$ cat src/rtl/patseq_pkg.sv
// Shared constants, pointer types, FSM state encodings and the field clamp for
// the pattern sequencer.
package patseq_pkg;

  localparam int BUF_W       = 8;
  localparam int NO_BUFS     = 8;
  localparam int BUF_SIZE    = 32;
  localparam int SCRATCH     = 2;
  localparam int MAX_FIELD   = BUF_SIZE - SCRATCH - 1;
  localparam int BUF_IDX_W   = $clog2(NO_BUFS);
  localparam int FIELD_IDX_W = $clog2(BUF_SIZE);

  typedef logic [BUF_IDX_W-1:0]   buf_idx_t;
  typedef logic [FIELD_IDX_W-1:0] field_idx_t;

  localparam logic [1:0] IDLE  = 2'd0;
  localparam logic [1:0] RUN   = 2'd1;
  localparam logic [1:0] PAUSE = 2'd2;
  localparam logic [1:0] DRAIN = 2'd3;

  // The scratch bytes at the top of a buffer are never sequenced.
  function automatic field_idx_t clamp_field(input field_idx_t f);
    field_idx_t lim;
    lim = field_idx_t'(MAX_FIELD);
    if (f > lim) begin
      return lim;
    end else begin
      return f;
    end
  endfunction

endpackage

$ cat src/rtl/patseq_outreg.sv
// One-deep valid/ready output register: captures on request, holds under
// backpressure, clears on a handshake with no new capture.
module patseq_outreg
  import patseq_pkg::*;
#(
  parameter int W = BUF_W
) (
  input  logic         clk,
  input  logic         rst,
  input  logic         capture,
  input  logic [W-1:0] din,
  input  logic         ready,
  output logic [W-1:0] data,
  output logic         valid,
  output logic         slot_free
);

  assign slot_free = !valid || ready;

  always_ff @(posedge clk or posedge rst) begin
    if (rst) begin
      data  <= '0;
      valid <= 1'b0;
    end else if (capture) begin
      data  <= din;
      valid <= 1'b1;
    end else if (ready) begin
      valid <= 1'b0;
    end
  end

endmodule

$ cat src/rtl/pattern_sequencer.sv
// Walks a programmed run of pattern buffers field by field, streams each byte
// out, and grants serial-load access only at buffer boundaries.
// Optional build macro: PATSEQ_CONTINUOUS_EN (repeat_cnt=8'hFF repeats forever).
module pattern_sequencer
  import patseq_pkg::*;
(
  input  logic             clk,
  input  logic             rst,
  input  logic             start,
  input  logic             stop,
  input  logic [2:0]       first_buf,
  input  logic [2:0]       seq_len,
  input  logic [4:0]       last_field,
  input  logic [7:0]       repeat_cnt,
  input  logic [BUF_W-1:0] field_byte,
  output logic [2:0]       bufp,
  output logic [4:0]       fieldp,
  output logic [BUF_W-1:0] pat_data,
  output logic             pat_valid,
  input  logic             pat_ready,
  input  logic             load_req,
  output logic             load_gnt,
  output logic             busy,
  output logic             done
);

  logic [1:0] state, state_n;
  buf_idx_t   first_r, first_n;
  buf_idx_t   len_r, len_n;
  field_idx_t last_r, last_n;
  logic [7:0] rep_r, rep_n;
  logic [7:0] pass_cnt, pass_n;
  buf_idx_t   buf_cnt, bcnt_n;
  buf_idx_t   bufp_n;
  field_idx_t fieldp_n;
  logic       gnt_n;
  logic       done_n;
  logic       capture;
  logic       slot_free;
  logic       run_forever;

`ifdef PATSEQ_CONTINUOUS_EN
  assign run_forever = (rep_r == 8'hFF);
`else
  assign run_forever = 1'b0;
`endif

  patseq_outreg #(.W(BUF_W)) u_outreg (
    .clk       (clk),
    .rst       (rst),
    .capture   (capture),
    .din       (field_byte),
    .ready     (pat_ready),
    .data      (pat_data),
    .valid     (pat_valid),
    .slot_free (slot_free)
  );

  always_comb begin
    state_n  = state;
    first_n  = first_r;
    len_n    = len_r;
    last_n   = last_r;
    rep_n    = rep_r;
    pass_n   = pass_cnt;
    bcnt_n   = buf_cnt;
    bufp_n   = bufp;
    fieldp_n = fieldp;
    gnt_n    = load_gnt;
    done_n   = 1'b0;
    capture  = 1'b0;
    case (state)
      IDLE: begin
        gnt_n = load_req;
        if (start && !load_req) begin
          first_n  = first_buf;
          len_n    = seq_len;
          last_n   = clamp_field(last_field);
          rep_n    = repeat_cnt;
          bufp_n   = first_buf;
          fieldp_n = 5'd0;
          pass_n   = 8'd0;
          bcnt_n   = 3'd0;
          state_n  = RUN;
        end else begin
          state_n = IDLE;
        end
      end
      RUN: begin
        if (stop) begin
          state_n = DRAIN;
          gnt_n   = 1'b0;
        end else if (slot_free) begin
          capture = 1'b1;
          if (fieldp < last_r) begin
            fieldp_n = fieldp + 5'd1;
          end else begin
            fieldp_n = 5'd0;
            if (buf_cnt < len_r) begin
              bufp_n = bufp + 3'd1;
              bcnt_n = buf_cnt + 3'd1;
            end else if (run_forever || (pass_cnt < rep_r)) begin
              bufp_n = first_r;
              bcnt_n = 3'd0;
              pass_n = run_forever ? pass_cnt : (pass_cnt + 8'd1);
            end else begin
              state_n = DRAIN;
            end
            // The pointer step above still happens, so PAUSE resumes at the next buffer.
            if (load_req && (state_n != DRAIN)) begin
              state_n = PAUSE;
              gnt_n   = 1'b1;
            end else begin
              gnt_n = load_gnt;
            end
          end
        end else begin
          state_n = RUN;
        end
      end
      PAUSE: begin
        if (stop) begin
          state_n = DRAIN;
          gnt_n   = 1'b0;
        end else if (!load_req) begin
          state_n = RUN;
          gnt_n   = 1'b0;
        end else begin
          state_n = PAUSE;
        end
      end
      DRAIN: begin
        if (slot_free) begin
          done_n  = 1'b1;
          state_n = IDLE;
        end else begin
          state_n = DRAIN;
        end
      end
      default: begin
        state_n = IDLE;
        gnt_n   = 1'b0;
      end
    endcase
  end

  always_ff @(posedge clk or posedge rst) begin
    if (rst) begin
      state    <= IDLE;
      first_r  <= 3'd0;
      len_r    <= 3'd0;
      last_r   <= 5'd0;
      rep_r    <= 8'd0;
      pass_cnt <= 8'd0;
      buf_cnt  <= 3'd0;
      bufp     <= 3'd0;
      fieldp   <= 5'd0;
      load_gnt <= 1'b0;
      busy     <= 1'b0;
      done     <= 1'b0;
    end else begin
      state    <= state_n;
      first_r  <= first_n;
      len_r    <= len_n;
      last_r   <= last_n;
      rep_r    <= rep_n;
      pass_cnt <= pass_n;
      buf_cnt  <= bcnt_n;
      bufp     <= bufp_n;
      fieldp   <= fieldp_n;
      load_gnt <= gnt_n;
      busy     <= (state_n != IDLE);
      done     <= done_n;
    end
  end

endmodule

$ cat config.mk
export PLATFORM = sky130hd
export DESIGN_NAME = pattern_sequencer
export DESIGN_NICKNAME = d
export VERILOG_FILES = /design/src/rtl/patseq_pkg.sv /design/src/rtl/patseq_outreg.sv /design/src/rtl/pattern_sequencer.sv
export SDC_FILE = /design/constraint.sdc
export NUM_CORES = 1
export LEC_CHECK = 0
export CORE_ASPECT_RATIO = 0.6
export CORE_UTILIZATION = 47
export CTS_BUF_LIST = sky130_fd_sc_hd__clkbuf_16
export CTS_CLUSTER_SIZE = 24
export DETAILED_ROUTE_END_ITERATION = 16
export GPL_ROUTABILITY_DRIVEN = 0
export PLACE_DENSITY = 0.82
export SETUP_SLACK_MARGIN = 0.2
export SLEW_MARGIN = 20
export SYNTH_ARGS = -nofsm -noshare
export SYNTH_HDL_FRONTEND = slang
export SYNTH_SLANG_ARGS = --single-unit
export TNS_END_PERCENT = 5
$ cat constraint.sdc
create_clock -name clk -period 2.5 [get_ports clk]
set_clock_uncertainty 0.05 [all_clocks]
set_input_delay 0.375 -clock clk [delete_from_list [all_inputs] [get_ports clk]]
set_output_delay 0.375 -clock clk [all_outputs]
set_load 0.05 [all_outputs]
## Word-level counts from Yosys, hierarchy flattened

Index checks and enable logic that the tools add are counted.

- Flip-flop bits (word level): 52
- Input port bits: 33
- Logic and storage cells: 107

- $add $sub $neg: 4
- Magnitude comparators: 4
- Equality and inequality tests: 15
- Mux-type cells: 55
- Reductions and logical operators: 15

Operator list:

| kind | number |
|---|---|
| $mux W8 | 6 |
| $mux W3 | 12 |
| $mux W2 | 13 |
| $mux W5 | 5 |
| $pmux W8 S2 | 1 |
| $ne A3 B3 Y1 const B | 5 |
| $ne A2 B2 Y1 const B | 7 |
| $mux W1 | 13 |
| $pmux W3 S2 | 2 |
| $pmux W5 S2 | 1 |
| $add A8 B1 Y8 const B | 1 |
| $lt A8 B8 Y1 | 1 |
| $pmux W2 S4 | 1 |
| $reduce_and A7 Y1 | 1 |
| $add A3 B1 Y3 const B | 2 |
| $reduce_and A6 Y1 | 1 |
| $reduce_bool A2 Y1 | 3 |
| $add A5 B1 Y5 const B | 1 |
| $gt A5 B5 Y1 const B | 1 |
| $lt A5 B5 Y1 | 1 |
| $reduce_and A5 Y1 | 1 |
| $eq A2 B2 Y1 const B | 2 |
| $reduce_and A4 Y1 | 1 |
| $lt A3 B3 Y1 | 1 |
| 8 further kinds | 10 |

## Longest topological paths before layout

Gate-level depths: netlist (run 1).

- Depth in word-level cells: 15
- Depth in mapped cells: 9

## Hierarchy

A second synthesis (run 1) with hierarchy kept.

- Cell total of the unflattened synthesis: 276
- Area, all modules: 2899.0 µm²

Modules (own cells, without submodules):

| module | instances | cells an instance | area each (µm²) |
|---|---|---|---|
| pattern_sequencer | 1 | 255 | 2526.2 |
| patseq_outreg | 1 | 21 | 372.9 |

## Least setup slack after synthesis (run 1)

OpenSTA, ideal clock, no wires.

- Path type: reg-to-reg
- Start point: register fieldp[2]
- End point: register pass_cnt[7]
- Setup time: 0.078 ns
- Arrival: 2.370 ns
- Path slack: 0.003 ns
- Stages on the path, launching flop included: 9
- Period minus slack after synthesis: 2.497 ns
- Path through: dfrtp_1 ha_1 a21o_1 a31oi_1 o21a_1 nor4b_4 o211ai_2 or3_1 a21oi_1

- Cells in the longest elaborated chain, start to end: 3

RTL lines:

| what | line | text |
|---|---|---|
| start, declared | pattern_sequencer.sv:17 | `output logic [4:0] fieldp,` |
| start signal, assigned | pattern_sequencer.sv:170 | `fieldp <= fieldp_n;` |
| $lt A5 B5 Y1 | pattern_sequencer.sv:95 | `if (fieldp < last_r) begin` |
| $ne A2 B2 Y1 (no source line) | -- |  |
| $reduce_and A7 Y1 (no source line) | -- |  |
| end signal, assigned | pattern_sequencer.sv:167 | `pass_cnt <= pass_n;` |
| end, declared | pattern_sequencer.sv:32 | `logic [7:0] pass_cnt, pass_n;` |

Every way passes these cells.
A chain may end at the register's enable or synchronous reset.

## Final worst setup path (run 1)

- Start point: register pass_cnt[2]
- End point: register pass_cnt[7]

- Cells in the longest elaborated chain, start to end: 7
- Elaborated cells on any way between the ends: 10
- Classes of those cells: add/sub: 1; order compare: 1; eq/ne: 1; mux: 6; reduce/logical: 1

RTL lines:

| what | line | text |
|---|---|---|
| $add A8 B1 Y8 | pattern_sequencer.sv:105 | `pass_n = run_forever ? pass_cnt : (pass_cnt + 8'd1);` |
| $mux W8 | pattern_sequencer.sv:102 | `end else if (run_forever \|\| (pass_cnt < rep_r)) begin` |
| $mux W8 | pattern_sequencer.sv:99 | `if (buf_cnt < len_r) begin` |
| $mux W8 | pattern_sequencer.sv:95 |  |
| $mux W8 | pattern_sequencer.sv:93 | `end else if (slot_free) begin` |
| $mux W8 | pattern_sequencer.sv:90 | `if (stop) begin` |
| $pmux W8 S2 | pattern_sequencer.sv:72 | `case (state)` |

Parallel ways exist; a longest one is shown, timed or not. The select of a mux whose other input is x is not followed.

==> results of run 1 <==
[worst max-delay path, cell delays in order (launching register included)]
cell      delay [ns]
dfrtp_2         0.45
ha_1            0.30
o21ai_1         0.23
a221oi_4        0.13
buf_6           0.15
nor4b_4         0.19
buf_4           0.19
o211ai_4        0.09
or3_1           0.37
a21oi_1         0.15
[metrics by stage]
step                hold slack [ns]  cell area (µm²)
floorplan                    0.4045             2885
global placement             0.4237             3603
global route                 0.4645             4025
finish                       0.4328             4025
CTS                          0.4395             3814
detailed placement           0.4309             3603
[layout make-up]
type / count / share of cell area (%)
multi-input combinational: 190 / 40.57
tap: 80 / 2.487
timing repair buffer: 80 / 18.25
clock inverter: 3 / 0.3730
sequential: 52 / 32.61
clock buffer: 5 / 3.108
inverter: 28 / 2.611
[cell usage after synthesis (all sizes together), types with 5 or more instances]
cell    instances  area [µm²]
dfrtp          52        1301
inv            28       105.1
mux2           26       292.8
o21ai          23       115.1
ha             21       262.8
nand2          19       71.32
a21oi          13       65.06
nor2           11       43.80
nand3           7       35.03
a31oi           6       43.79
nand2b          6       37.54
or3             6       37.54
mux2i           5       50.05
nor3            5       25.02
[what timing repair did]
action / CTS / global route
buffers inserted: 2 / 11
pin swaps: 5 / 9
endpoints found under the setup margin: 9 / 25
endpoints found under the hold margin: 0 / 0
gates resized for setup: 13 / 22
[sequential cells by signal (all words and copies together) (netlist names), 5 cells and up]
name           cells
pass_cnt           8
rep_r              8
u_outreg.data      8
fieldp             5
last_r             5
[kinds of logic (layout without fill, tap and decap cells)]
logic type	Yosys count	in the layout	share of synthesized area, %
and+or+nand+nor	69	69	13.21
AOI/OAI and AO/OA	66	66	15.01
DFF	52	52	45.49
buffers and inverters	32	116	4.199
muxes	31	31	11.99
adders and majority gates	21	21	9.186
xor gates and xnor gates	3	3	0.9188
[report_power, final]
part | internal (mW) | total (mW) | switching [mW]
combinational | 0.688 | 1.67 | 0.981
sequential | 1.08 | 1.26 | 0.174
clock | 0.364 | 0.658 | 0.294
total | 2.14 | 3.59 | 1.45
[metal layers]
layer  GRT usage, %  wire [µm]
met1          33.09       3298
met4          5.893         82
met5              0          0
met2          32.00       3154
met3          3.915        337
[worst max-delay path by stage]
| stage | from | endpoint | slack [ns] |
|---|---|---|---|
| 2_1_floorplan | fieldp[2]$_DFFE_PP0P_ | pass_cnt[7]$_DFFE_PP0P_ | 0.18 |
| 3_3_place_gp | start | pass_cnt[6]$_DFFE_PP0P_ | -0.06 |
| 3_5_place_dp | start | pass_cnt[7]$_DFFE_PP0P_ | -0.13 |
| 4_1_cts | state[0]$_DFF_PP0_ | pass_cnt[7]$_DFFE_PP0P_ | 0.17 |
| 5_1_grt | pass_cnt[1]$_DFFE_PP0P_ | pass_cnt[4]$_DFFE_PP0P_ | 0.05 |
| 6_report | pass_cnt[2]$_DFFE_PP0P_ | pass_cnt[7]$_DFFE_PP0P_ | 0.11 |
==> impl_metrics.prom, run 1 <==
# TYPE chip_impl_metric gauge
chip_impl_info{name="min-delay-path-class",value="reg -> reg"} 1
chip_impl_metric{name="synthArstFlopShare",unit="%"} 100.0
chip_impl_metric{name="ys_ff_latch",unit=""} 52
chip_impl_metric{name="dr.pass1.iters",unit=""} 4
chip_impl_metric{name="drt-wirelength-per-cell",unit="µm"} 15.69
chip_impl_info{name="regToRegStartpoint",value="pass_cnt[2]$_DFFE_PP0P_"} 1
chip_impl_metric{name="final_min_period_over_clock_period",unit="%"} 95.48
chip_impl_metric{name="buffer_ports.inserted",unit=""} 52
chip_impl_metric{name="synth-edff-count",unit=""} 0
chip_impl_metric{name="sequential_cell_area",unit="µm²"} 1313
chip_impl_metric{name="final.min_clock_period",unit="ns"} 2.387
chip_impl_info{name="min_from",value="buf_cnt[2]$_DFFE_PP0P_"} 1
chip_impl_metric{name="fp.dieH",unit="µm"} 62.43
chip_impl_info{name="cts_tree",value="yes"} 1
chip_impl_metric{name="vias",unit=""} 2402
chip_impl_info{name="setup_repair_after_global_routing_missed_its_margin",value="yes"} 1
chip_impl_metric{name="crit_required",unit="ns"} 2.66
chip_impl_metric{name="pin_count_of_the_biggest_net_entering_global_routing",unit=""} 53
chip_impl_metric{name="vias_in_the_first_global_route",unit=""} 2206
chip_impl_metric{name="drv.max_cap_violation_count",unit=""} 0
chip_impl_metric{name="synth.distinct_cells",unit=""} 47
chip_impl_metric{name="timing.critical_path.fanout_max",unit=""} 6
chip_impl_metric{name="tightest_slew",unit="ns"} 0.7191
chip_impl_metric{name="post_drt_via_cell_ratio",unit=""} 5.484
chip_impl_metric{name="final_nets",unit=""} 411
chip_impl_metric{name="place_hpwl",unit="mm"} 4.573
chip_impl_metric{name="multiInputGateArea",unit="µm²"} 1633
chip_impl_metric{name="post_route_cells_drive_above_1_share",unit="%"} 27.65
chip_impl_metric{name="slew_violations",unit=""} 0
chip_impl_metric{name="drt_drc_violations_left",unit=""} 0
chip_impl_info{name="layout_common_cells",value="52 x clkdlybuf4s50_1, 43 x dfrtp_1, 27 x buf_4, 26 x inv_1, 26 x mux2_2"} 1
chip_impl_metric{name="power.static_leakage",unit="nW"} 1.747
chip_impl_metric{name="antenna_found_initial",unit=""} 0
chip_impl_metric{name="report.final.hold_viol_count",unit=""} 0
chip_impl_metric{name="finalNonFillerCells",unit=""} 438
chip_impl_metric{name="worst_setup_slack_for_register_to_register_paths",unit="ns"} 0.11
chip_impl_metric{name="syn-cell-area",unit="µm²"} 2860
chip_impl_metric{name="grt_overflow_total",unit=""} 0
chip_impl_metric{name="syn-num-nets",unit=""} 328
chip_impl_metric{name="boundaryPins",unit=""} 53
chip_impl_metric{name="design_power_total",unit="mW"} 3.586
chip_impl_metric{name="remaining_antenna_violation_count_after_routing",unit=""} 0
chip_impl_metric{name="hold_path_depth",unit=""} 1
chip_impl_metric{name="die-area",unit="µm²"} 6412
chip_impl_metric{name="relSlewSlack",unit="%"} 51.88
chip_impl_metric{name="fin_tns_setup",unit="ns"} 0
chip_impl_info{name="crit_path_start_kind",value="flop"} 1
chip_impl_info{name="status",value="finished clean"} 1
chip_impl_metric{name="ys_warn_count",unit=""} 0
chip_impl_metric{name="fp.dieW",unit="µm"} 102.7
chip_impl_info{name="critical_path_class",value="reg -> reg"} 1
chip_impl_metric{name="wire_length_of_the_first_global_routing_pass",unit="mm"} 10.88
chip_impl_metric{name="tritoncts.num_buffers",unit=""} 5
chip_impl_metric{name="place.detailed.instances",unit=""} 417
chip_impl_metric{name="clock_latency",unit="ns"} 0.29
chip_impl_metric{name="insertedDiodeCount",unit=""} 0
chip_impl_metric{name="ctsLongestPathBuffers",unit=""} 2
chip_impl_metric{name="syn-instance-count",unit=""} 274
chip_impl_info{name="ys_dominant_reg_cell",value="dfrtp_1"} 1
chip_impl_metric{name="initial_core_util",unit="%"} 49.93
chip_impl_metric{name="num_rows",unit=""} 21
chip_impl_metric{name="worst_setup_hold_path_clk_slew",unit="ns"} 0.07
chip_impl_metric{name="ctsHoldBuffers",unit=""} 0
chip_impl_info{name="min_delay_worst_endpoint",value="buf_cnt[2]$_DFFE_PP0P_"} 1
chip_impl_metric{name="postLayoutCoreUtil",unit="%"} 70.27
chip_impl_metric{name="worst_ir_drop_vdd",unit="mV"} 0.6583
chip_impl_metric{name="pre_cts_slack",unit="ns"} -0.1320
chip_impl_metric{name="number_of_h_tree_branching_levels",unit=""} 2
chip_impl_metric{name="maximum_operating_frequency",unit="MHz"} 419.0
chip_impl_info{name="endpoint_kind",value="flop"} 1
chip_impl_metric{name="power.density_cell_area",unit="nW/µm²"} 890.9
chip_impl_metric{name="setup_viol_count_final",unit=""} 0
chip_impl_metric{name="post-route-worst-setup-slack",unit="ns"} 0.1131
chip_impl_info{name="cts.root.buffer_cell",value="clkbuf_16"} 1
chip_impl_metric{name="number_of_drc_markers_after_the_initial_detailed_route_iteration",unit=""} 166
chip_impl_info{name="final_common_cell",value="clkdlybuf4s50_1"} 1
chip_impl_metric{name="syn_avg_cell_area",unit="µm²"} 10.44
chip_impl_metric{name="global_route.usage.total",unit="%"} 21.88
chip_impl_info{name="worstReg2RegEnd",value="pass_cnt[7]$_DFFE_PP0P_"} 1
chip_impl_metric{name="sink_count_of_the_clock_tree",unit=""} 52
chip_impl_metric{name="detail_route.wirelength",unit="mm"} 6.874
chip_impl_metric{name="placeable_core_area",unit="µm²"} 5728
chip_impl_metric{name="ys_seq_area_share",unit="%"} 45.49
chip_impl_metric{name="flow.area_growth_from_synthesis",unit="%"} 40.73
chip_impl_metric{name="critPathArrivalTime",unit="ns"} 2.55
chip_impl_metric{name="r2r_cells",unit=""} 9
chip_impl_metric{name="final.fill_count",unit=""} 420
Note: power is estimated with default switching activity, not from simulation.
==> run 2: changes to the inputs <==
--- a/config.mk
+++ b/config.mk
@@ -11,8 +11,10 @@
 export CTS_CLUSTER_SIZE = 24
 export DETAILED_ROUTE_END_ITERATION = 16
 export GPL_ROUTABILITY_DRIVEN = 0
+export GPL_TIMING_DRIVEN = 0
 export PLACE_DENSITY = 0.82
 export SETUP_SLACK_MARGIN = 0.2
+export SKIP_LAST_GASP = 1
 export SLEW_MARGIN = 20
 export SYNTH_ARGS = -nofsm -noshare
 export SYNTH_HDL_FRONTEND = slang
==> impl_metrics.prom, run 2 (synthesized netlist as in run 1, its figures left out) <==
# TYPE chip_impl_metric gauge
chip_impl_info{name="status",value="finished with violations"} 1
chip_impl_info{name="violations",value="setup timing"} 1
chip_impl_metric{name="fin_hold_ws",unit="ns"} 0.4184
chip_impl_metric{name="initial_core_util",unit="%"} 49.93
chip_impl_metric{name="ctsLongestPathBuffers",unit=""} 2
chip_impl_metric{name="met3WireLength",unit="µm"} 368
chip_impl_metric{name="critical-path-max-stage-delay",unit="ns"} 0.42
chip_impl_info{name="cts_tree",value="yes"} 1
chip_impl_info{name="regToRegStartpoint",value="state[0]$_DFF_PP0_"} 1
chip_impl_metric{name="global_route.usage.total",unit="%"} 21.19
chip_impl_metric{name="r2r_cells",unit=""} 10
chip_impl_info{name="endpoint_kind",value="flop"} 1
chip_impl_metric{name="number_of_drc_markers_after_the_initial_detailed_route_iteration",unit=""} 86
chip_impl_metric{name="remaining_antenna_violation_count_after_routing",unit=""} 0
chip_impl_info{name="cts.root.buffer_cell",value="clkbuf_16"} 1
chip_impl_metric{name="critPathArrivalTime",unit="ns"} 2.70
chip_impl_metric{name="drt_drc_violations_left",unit=""} 0
chip_impl_metric{name="maximum_operating_frequency",unit="MHz"} 394.7
chip_impl_info{name="layout_top_registers",value="pass_cnt: 8 flops, rep_r: 8 flops, u_outreg.data: 8 flops"} 1
chip_impl_metric{name="relSlewSlack",unit="%"} 35.81
chip_impl_metric{name="worst_setup_slack_for_register_to_register_paths",unit="ns"} -0.03
chip_impl_metric{name="placeable_core_area",unit="µm²"} 5728
chip_impl_info{name="layout_common_cells",value="51 x clkdlybuf4s50_1, 46 x dfrtp_1, 26 x mux2_2, 25 x inv_1, 19 x nand2_1"} 1
chip_impl_info{name="crit_chain",value="inv_2 -> ha_4 -> nand2b_4 -> a211o_1 -> a211oi_2 -> nor4b_4 -> buf_4 -> nor2_4 -> or3_4 -> a21oi_2"} 1
chip_impl_metric{name="drt-wirelength-per-cell",unit="µm"} 15.41
chip_impl_metric{name="detail_route.wirelength",unit="mm"} 6.505
chip_impl_metric{name="drv.max_cap_violation_count",unit=""} 0
chip_impl_metric{name="final.min_clock_period",unit="ns"} 2.533
chip_impl_metric{name="fp.dieH",unit="µm"} 62.43
chip_impl_metric{name="num_rows",unit=""} 21
chip_impl_metric{name="post_drt_via_cell_ratio",unit=""} 5.469
chip_impl_metric{name="tightest_slew",unit="ns"} 0.9593
chip_impl_info{name="top_layer_used",value="met4"} 1
chip_impl_info{name="final_common_cell",value="clkdlybuf4s50_1"} 1
chip_impl_metric{name="power.static_leakage",unit="nW"} 1.650
chip_impl_metric{name="clock_latency",unit="ns"} 0.29
chip_impl_metric{name="dr.pass1.iters",unit=""} 4
chip_impl_metric{name="wire_length_of_the_first_global_routing_pass",unit="mm"} 10.44
chip_impl_metric{name="timing.critical_path.fanout_max",unit=""} 5
chip_impl_info{name="worstReg2RegEnd",value="pass_cnt[2]$_DFFE_PP0P_"} 1
chip_impl_metric{name="setup_viol_count_final",unit=""} 5
chip_impl_metric{name="report.final.hold_viol_count",unit=""} 0
chip_impl_metric{name="place.detailed.instances",unit=""} 407
chip_impl_metric{name="die-area",unit="µm²"} 6412
chip_impl_metric{name="pin_count_of_the_biggest_net_entering_global_routing",unit=""} 28
chip_impl_metric{name="power.density_cell_area",unit="nW/µm²"} 913.9
chip_impl_metric{name="vias_in_the_first_global_route",unit=""} 2224
chip_impl_metric{name="finalNonFillerCells",unit=""} 422
chip_impl_info{name="crit_path_start_kind",value="flop"} 1
chip_impl_metric{name="fp.dieW",unit="µm"} 102.7
chip_impl_metric{name="post_route_cells_drive_above_1_share",unit="%"} 21.64
chip_impl_metric{name="tritoncts.num_buffers",unit=""} 5
chip_impl_metric{name="final_min_period_over_clock_period",unit="%"} 101.3
chip_impl_metric{name="design_power_total",unit="mW"} 3.481
chip_impl_metric{name="final_nets",unit=""} 395
chip_impl_metric{name="insertedDiodeCount",unit=""} 0
chip_impl_metric{name="grt_overflow_total",unit=""} 0
chip_impl_metric{name="buffer_ports.inserted",unit=""} 52
chip_impl_metric{name="boundaryPins",unit=""} 53
chip_impl_metric{name="routedLengthMet1",unit="mm"} 3.144
chip_impl_metric{name="flow.area_growth_from_synthesis",unit="%"} 33.16
chip_impl_metric{name="sink_count_of_the_clock_tree",unit=""} 52
chip_impl_metric{name="number_of_h_tree_branching_levels",unit=""} 2
chip_impl_metric{name="crit_required",unit="ns"} 2.67
chip_impl_metric{name="post-route-worst-setup-slack",unit="ns"} -0.03335
chip_impl_metric{name="pre_cts_slack",unit="ns"} -0.3631
chip_impl_metric{name="slew_violations",unit=""} 0
chip_impl_info{name="critical_path_class",value="reg -> reg"} 1
chip_impl_metric{name="ctsHoldBuffers",unit=""} 0
chip_impl_info{name="crit_slowest_cell",value="dfrtp_2"} 1
chip_impl_info{name="setup_repair_after_global_routing_missed_its_margin",value="yes"} 1
chip_impl_metric{name="worst_setup_hold_path_clk_slew",unit="ns"} 0.07
chip_impl_metric{name="worst_ir_drop_vdd",unit="mV"} 0.5449
chip_impl_info{name="min-delay-path-class",value="in -> async"} 1
chip_impl_metric{name="antenna_found_initial",unit=""} 0
chip_impl_metric{name="place_hpwl",unit="mm"} 4.536
chip_impl_metric{name="met2_wirelength",unit="mm"} 2.895
chip_impl_metric{name="vias",unit=""} 2308
==> run 2: cell types whose count changed in the layout (fill, tap and decap cells not counted), sizes merged <==
| cell | previous run | this run |
|---|---|---|
| dlygate4sd2 | 0 | 1 |
| clkinvlp | 1 | 0 |
| clkinv | 1 | 3 |
| buf | 28 | 8 |
| inv | 29 | 28 |
| clkbuf | 5 | 9 |
| clkdlybuf4s50 | 52 | 51 |
==> run 2: worst max path at each step <==
stage / from / to / slack, ns / cells after the start
2_1_floorplan: fieldp[2]$_DFFE_PP0P_ / pass_cnt[7]$_DFFE_PP0P_ / 0.18 / 8
3_3_place_gp: rst / fieldp[1]$_DFFE_PP0P_ / -0.37 / 2
3_5_place_dp: load_req / pass_cnt[7]$_DFFE_PP0P_ / -0.36 / 8
4_1_cts: state[0]$_DFF_PP0_ / pass_cnt[7]$_DFFE_PP0P_ / 0.01 / 9
5_1_grt: state[1]$_DFF_PP0_ / pass_cnt[5]$_DFFE_PP0P_ / -0.08 / 11
6_report: state[0]$_DFF_PP0_ / pass_cnt[2]$_DFFE_PP0P_ / -0.03 / 10
==> run 2: through the flow <==
stage / utilization [%] / TNS, ns / cell area, µm²
3_5_place_dp: 61.56 / -2.819 / 3526
5_1_grt: 66.49 / -0.9378 / 3809
3_3_place_gp: 61.21 / -14.45 / 3506
2_1_floorplan: - / 0 / 2885
4_1_cts: 65.12 / 0 / 3730
6_report: 66.49 / -0.1003 / 3809
==> run 2: what timing repair did <==
action	4_1_cts	5_1_grt
setup endpoints to repair	23	27
setup buffers	3	4
gates resized for setup	9	14
pin swaps	0	12
==> run 2: critical path, delay by kind of cell (launching register included) <==
kind	cells	cell delay, ns
AO/OA/AOI/OAI	3	0.69
adder cells (fa/ha/maj)	1	0.18
buffers and inverters	2	0.27
flip-flops	1	0.42
AND/OR/NAND/NOR	4	0.86
==> run 2: area by class of cell <==
type | instances | area [µm²]
fill | 464 | 1919
timing repair buffer | 60 | 591.8
clock buffer | 5 | 125.1
inverter | 28 | 105.1
multi-input combinational | 190 | 1543
tap | 80 | 100.1
sequential | 52 | 1309
clock inverter | 3 | 18.77
buffer | 4 | 16.27
==> run 2: power by group <==
group          internal, mW  total [mW]  switching [mW]  leakage, nW
sequential             1.09        1.26           0.173        0.644
clock                 0.369       0.676           0.307       0.0736
combinational         0.624        1.55           0.923        0.932
total                  2.08        3.48            1.40         1.65
==> run 2: metal layers <==
layer  global-route usage (%)  vias to the layer above
met3                    4.586                        8
met5                        0                        -
li1                         -                     1116
met1                    29.97                     1110
met2                    32.00                       74
met4                    7.500                        0
==> run 3: changes to the inputs <==
--- a/config.mk
+++ b/config.mk
@@ -5,6 +5,7 @@
 export SDC_FILE = /design/constraint.sdc
 export NUM_CORES = 1
 export LEC_CHECK = 0
+export CAP_MARGIN = 20
 export CORE_ASPECT_RATIO = 0.6
 export CORE_UTILIZATION = 47
 export CTS_BUF_LIST = sky130_fd_sc_hd__clkbuf_16
==> results of run 3 <==
No change in the layout: final DEF, timing and power equal those of run 2.
